--- config.mk ---
export PLATFORM = sky130hd
export DESIGN_NAME = regfile_write_sched
export DESIGN_NICKNAME = d
export VERILOG_FILES = /design/src/rtl/regfile_pkg.sv /design/src/rtl/rr_arb2.sv /design/src/rtl/regfile_write_sched.sv
export SDC_FILE = /design/constraint.sdc
export NUM_CORES = 1
export LEC_CHECK = 0
export ABC_AREA = 1
export BUFFER_PORTS_ARGS = -buffer_cell sky130_fd_sc_hd__clkbuf_2
export CORE_MARGIN = 10
export CORE_UTILIZATION = 60
export CTS_CLUSTER_DIAMETER = 80
export DETAILED_ROUTE_END_ITERATION = 7
export GPL_TIMING_DRIVEN = 0
export PLACE_DENSITY = 0.85
export SYNTH_ARGS = -nofsm -noshare
export SYNTH_HDL_FRONTEND = slang
export SYNTH_SLANG_ARGS = --single-unit
--- constraint.sdc ---
create_clock -name clk -period 8.6 [get_ports clk]
set_clock_uncertainty 0.1 [all_clocks]
set_input_delay 0.43 -clock clk [delete_from_list [all_inputs] [get_ports clk]]
set_output_delay 0.43 -clock clk [all_outputs]
set_load 0.01 [all_outputs]
--- src/rtl/regfile_pkg.sv ---
// Shared constants and types for the register-file write scheduler.
// Thirty-two registers, each tracked by a two-bit outstanding-producer counter.
package regfile_pkg;
  localparam int DATA_W   = 32;
  localparam int REG_W    = 5;
  localparam int NUM_REGS = 32;
  localparam int CNT_W    = 2;

  localparam logic [CNT_W-1:0] CNT_MAX = 2'd3;

  typedef logic [REG_W-1:0] reg_idx_t;

  localparam reg_idx_t REG_ZERO = '0;
endpackage

--- src/rtl/rr_arb2.sv ---
// Two-way round-robin arbiter. The pointer flop remembers which requester
// is favoured next and only advances when a grant is actually issued.
module rr_arb2 (
  input  logic clk,
  input  logic rst,
  input  logic req0,
  input  logic req1,
  output logic ready0,
  output logic ready1,
  output logic grant0,
  output logic grant1
);
  // ptr_reg = 0: wb0 favoured, 1: wb1 favoured
  logic ptr_reg;
  logic ptr_next;

  // Each ready looks only at the other requester, never at its own valid.
  assign ready0 = !(req1 && ptr_reg);
  assign ready1 = !(req0 && !ptr_reg);
  assign grant0 = req0 && ready0;
  assign grant1 = req1 && ready1;

  always_comb begin
    ptr_next = ptr_reg;
    if (grant0) begin
      ptr_next = 1'b1;
    end else if (grant1) begin
      ptr_next = 1'b0;
    end
  end

  always_ff @(posedge clk or posedge rst) begin
    if (rst) begin
      ptr_reg <= 1'b0;
    end else begin
      ptr_reg <= ptr_next;
    end
  end
endmodule

--- src/rtl/regfile_write_sched.sv ---
// Write-port scheduler and hazard scoreboard: arbitrates two writeback sources
// onto one register-file write port and tracks outstanding producers per register.
module regfile_write_sched
  import regfile_pkg::*;
(
  input  logic              clk,
  input  logic              rst,
  input  logic              iss_valid,
  input  logic [REG_W-1:0]  iss_reg,
  output logic              iss_ready,
  input  logic              wb0_valid,
  input  logic [REG_W-1:0]  wb0_reg,
  input  logic [DATA_W-1:0] wb0_data,
  output logic              wb0_ready,
  input  logic              wb1_valid,
  input  logic [REG_W-1:0]  wb1_reg,
  input  logic [DATA_W-1:0] wb1_data,
  output logic              wb1_ready,
  input  logic [REG_W-1:0]  rs_idx,
  input  logic [REG_W-1:0]  rt_idx,
  output logic              rs_busy,
  output logic              rt_busy,
  output logic              rf_regwrite,
  output logic [5:0]        rf_write_reg,
  output logic [DATA_W-1:0] rf_write_data,
  output logic              err_underflow
);
  logic grant0;
  logic grant1;

  rr_arb2 u_arb (
    .clk    (clk),
    .rst    (rst),
    .req0   (wb0_valid),
    .req1   (wb1_valid),
    .ready0 (wb0_ready),
    .ready1 (wb1_ready),
    .grant0 (grant0),
    .grant1 (grant1)
  );

  reg_idx_t          grant_reg;
  logic [DATA_W-1:0] grant_data;
  logic              regwrite_reg, regwrite_next;
  reg_idx_t          wreg_reg, wreg_next;
  logic [DATA_W-1:0] wdata_reg, wdata_next;
  logic              err_reg, err_next;
  logic [CNT_W-1:0]  cnt_reg [NUM_REGS];
  logic [NUM_REGS-1:0] uf_vec;
  logic              iss_fire;

  assign grant_reg  = grant0 ? wb0_reg  : wb1_reg;
  assign grant_data = grant0 ? wb0_data : wb1_data;

  // Writes to register 0 complete the handshake but never reach the file.
  always_comb begin
    regwrite_next = (grant0 || grant1) && (grant_reg != REG_ZERO);
    wreg_next     = wreg_reg;
    wdata_next    = wdata_reg;
    if (regwrite_next) begin
      wreg_next  = grant_reg;
      wdata_next = grant_data;
    end
  end

  always_ff @(posedge clk or posedge rst) begin
    if (rst) begin
      regwrite_reg <= 1'b0;
      wreg_reg     <= REG_ZERO;
      wdata_reg    <= '0;
      err_reg      <= 1'b0;
    end else begin
      regwrite_reg <= regwrite_next;
      wreg_reg     <= wreg_next;
      wdata_reg    <= wdata_next;
      err_reg      <= err_next;
    end
  end

  assign iss_ready = (cnt_reg[iss_reg] != CNT_MAX);
  assign iss_fire  = iss_valid && iss_ready && (iss_reg != REG_ZERO);

  genvar gi;
  generate
    for (gi = 0; gi < NUM_REGS; gi++) begin : g_cnt
      if (gi == 0) begin : g_zero
        assign cnt_reg[gi] = '0;
        assign uf_vec[gi]  = 1'b0;
      end else begin : g_live
        logic             inc;
        logic             dec;
        logic [CNT_W-1:0] cnt_next;

        assign inc = iss_fire && (iss_reg == reg_idx_t'(gi));
        assign dec = regwrite_reg && (wreg_reg == reg_idx_t'(gi));
        assign uf_vec[gi] = dec && (cnt_reg[gi] == '0);

        // A commit against an empty counter saturates at zero instead of wrapping.
        always_comb begin
          cnt_next = cnt_reg[gi];
          if (inc && !dec) begin
            cnt_next = cnt_reg[gi] + 1'b1;
          end else if (dec && !inc && (cnt_reg[gi] != '0)) begin
            cnt_next = cnt_reg[gi] - 1'b1;
          end
        end

        always_ff @(posedge clk or posedge rst) begin
          if (rst) begin
            cnt_reg[gi] <= '0;
          end else begin
            cnt_reg[gi] <= cnt_next;
          end
        end
      end
    end
  endgenerate

  assign err_next = err_reg || (|uf_vec);

  assign rs_busy       = (rs_idx != REG_ZERO) && (cnt_reg[rs_idx] != '0);
  assign rt_busy       = (rt_idx != REG_ZERO) && (cnt_reg[rt_idx] != '0);
  assign rf_regwrite   = regwrite_reg;
  assign rf_write_reg  = {1'b0, wreg_reg};
  assign rf_write_data = wdata_reg;
  assign err_underflow = err_reg;
endmodule
==> impl_metrics.json <==
{
  "status": "complete, no violations",
  "dieWidth_um": 133,
  "grt_max_degree": 72,
  "max_stage_delay_ns": 0.50,
  "place.gp.congestion": 1.13,
  "drt-met1-wl_um": 11100,
  "rows": 41,
  "synth_top_cells_by_area": "dfrtp_1 33%, nand2_1 18%, nand3_1 8.7%",
  "clockBufferDepth": 2,
  "track_usage_pct": 33.4,
  "finalCriticalPeriod_ns": 3.22,
  "drc": 0,
  "synth_common_cells": "374 x nand2_1, 137 x nor2_1, 134 x nand3_1, 117 x inv_1, 102 x dfrtp_1",
  "grt-ovfl-total": 0,
  "wl_um": 30500,
  "ys_ff_latch": 102,
  "cts_sinks": 102,
  "chipHeight_um": 133,
  "drt_iter0_drc": 1311,
  "drive_above_1_share_pct": 14.9,
  "port-buffer-count": 131,
  "holdPathStages": 3,
  "initial_core_util_pct": 61.2,
  "setup_slack_ns": 5.38,
  "clkTransAtPathRegs_ns": 0.08,
  "ir_worst_vdd_uv": 146,
  "wl_per_cell_um": 19.5,
  "slew_headroom_pct": 44.1,
  "setup_viol": 0,
  "crit_slowest_cell": "clkbuf_1",
  "post-route-util_pct": 70.9,
  "ys_types": 35,
  "seq_area_um2": 2550,
  "cellPowerDensity_nw_per_um2": 232,
  "largest_reg_flops": 62,
  "cts_tree": "built",
  "diodes": 0,
  "detail-route-antenna-nets": 0,
  "netlist_instances": 1242,
  "grt_setup_unrepaired": "false",
  "cpMostUsedCell": "o21ai_0",
  "num_io_pins": 139,
  "firstDrtPassIters": 7,
  "ys.warnings.count": 0,
  "syn-num-nets": 1336,
  "syn_avg_cell_area_um2": 6.22,
  "synth-seq-area-share_pct": 33.0,
  "grt_pass1_vias": 9010,
  "area_growth_pct": 15.7,
  "critPathLaunchType": "input port",
  "htreeDepth": 3,
  "antenna_found_initial": 0,
  "critPathRequiredTime_ns": 8.07,
  "syn_area_um2": 7730,
  "vias": 9661,
  "cp.arrival_ns": 2.69,
  "viasPerCell": 6.18,
  "maxCapViolCount": 0,
  "synth_top_area_share_pct": 33.0,
  "setup_tns_ns": 0,
  "route.top_layer_used": "met4",
  "power.total_mw": 2.07,
  "root_buffer": "clkbuf_16",
  "maxSlewViolCount": 0,
  "nets": 1480,
  "whs_ns": 0.184,
  "place_ws_ns": 5.59,
  "multi_input_area_um2": 4410,
  "tightestPinTransition_ns": 0.838,
  "async_reset_ff_share_pct": 100,
  "p_leak_nw": 4.64,
  "synth_edf_count": 0,
  "n_fill_cell": 1191,
  "coreArea_um2": 12600,
  "clkLatencyLatePin_ns": 0.38,
  "place_hpwl_um": 23000,
  "wl_met3_um": 4610,
  "dieArea_um2": 17800,
  "cts_resized": 0,
  "path_class": "input port to output port",
  "hold_path.class": "input port to register",
  "synth_ff_type": "dfrtp_1",
  "crit_path_end_kind": "output port",
  "max_freq_ghz": 0.311,
  "ff2ff_path_depth": 15,
  "crit_path_cell_trace": "buf_2 > inv_1 > clkbuf_1 > clkbuf_1 > o21ai_0 > o21ai_0 > o21ai_0 > nand2_1 > o311ai_0 > nand2_1 > clkbuf_2",
  "grt_pass1_wl_um": 47600,
  "cp_max_fo": 10,
  "yosysMostFrequentCell": "nand2_1",
  "final-hold-violation-count": 0,
  "period_share_pct": 37.4,
  "numCtsBuffers": 9,
  "yosysTopAreaCell": "dfrtp_1",
  "wl_met2_um": 12900
}
[kinds of logic (layout without fill, tap and decap cells)]
family | after synthesis | after routing | share of synthesized area (%)
simple gates | 770 | 770 | 43.7
other cells | 1 | 1 | 0.0485
compound gates | 181 | 181 | 13.0
mux | 3 | 3 | 0.389
flops | 102 | 102 | 33.0
buf+inv | 185 | 334 | 9.88
[cells in the final DEF, fill, tap and decap left out, types with 2 or more instances in the layout]
cell,synthesis,routed
dfrtp_1,102,102
inv_6,0,3
buf_1,3,3
buf_2,19,19
clkbuf_2,0,131
a31oi_1,34,34
o22ai_1,15,15
buf_6,4,4
o21ai_0,66,66
nor2_1,137,137
nand4_1,62,62
nor3_1,35,35
nand2_1,374,374
nor4_1,2,2
inv_2,6,6
a21oi_1,36,36
clkbuf_1,30,30
a211oi_1,4,4
clkbuf_16,0,9
o21ai_1,18,18
mux2i_1,3,3
or2_2,8,8
inv_1,117,116
buf_4,4,4
nand3_2,11,11
clkinv_1,2,2
nand3_1,134,134
nand2_2,4,4
o311ai_0,3,3
[layer usage]
layer  up-vias  global-route usage (%)
met3       180                    13.1
li1       4431                       -
met4         0                    17.7
met1      4280                    39.8
met5         -                       0
met2       770                    50.9
[stage by stage]
step / std cells / area (um^2)
floorplan: 1242 / 7730
global placement: 1545 / 8600
detailed placement: 1546 / 8630
CTS: 1563 / 8940
global route: 1563 / 8940
finish: 1563 / 8940
[path summary, 6_finish.rpt]
kind                               from           endpoint  slack (ns)
min reg2reg                 cnt_reg[27]        cnt_reg[27]        0.41
min in group asynchronous           rst        cnt_reg[20]        0.50
max reg2reg                 cnt_reg[58]        cnt_reg[16]        6.08
max                           rt_idx[0]            rt_busy        5.38
min                        wb1_data[10]  rf_write_data[10]        0.18
max in group asynchronous           rst        cnt_reg[42]        7.21
[report_power, final]
part           switching (mW)  internal (mW)
Clock                   0.215          0.213
Sequential              0.201          0.634
Combinational           0.531          0.279
[layout make-up]
| class | count | share of cell area (%) |
|---|---|---|
| Clock buffer | 10 | 2.67 |
| Timing Repair Buffer | 133 | 7.75 |
| Multi-Input combinational cell | 955 | 49.4 |
| Inverter | 125 | 5.28 |
| Tap cell | 172 | 2.41 |
| Sequential cell | 102 | 28.5 |
| Buffer | 60 | 3.29 |
| Clock inverter | 6 | 0.700 |
[worst max-delay path, delay by kind of cell]
kind                   cells  cell delay (ns)
AND/OR/NAND/NOR            2             0.24
buffers and inverters      5             1.38
AO/OA/AOI/OAI              4             0.62
[repair_timing]
action	in CTS	in global routing
buffers inserted	0	0
endpoints found under the hold margin	31	0
hold buffers	1	0
Note: power is estimated with default switching activity, not from simulation.
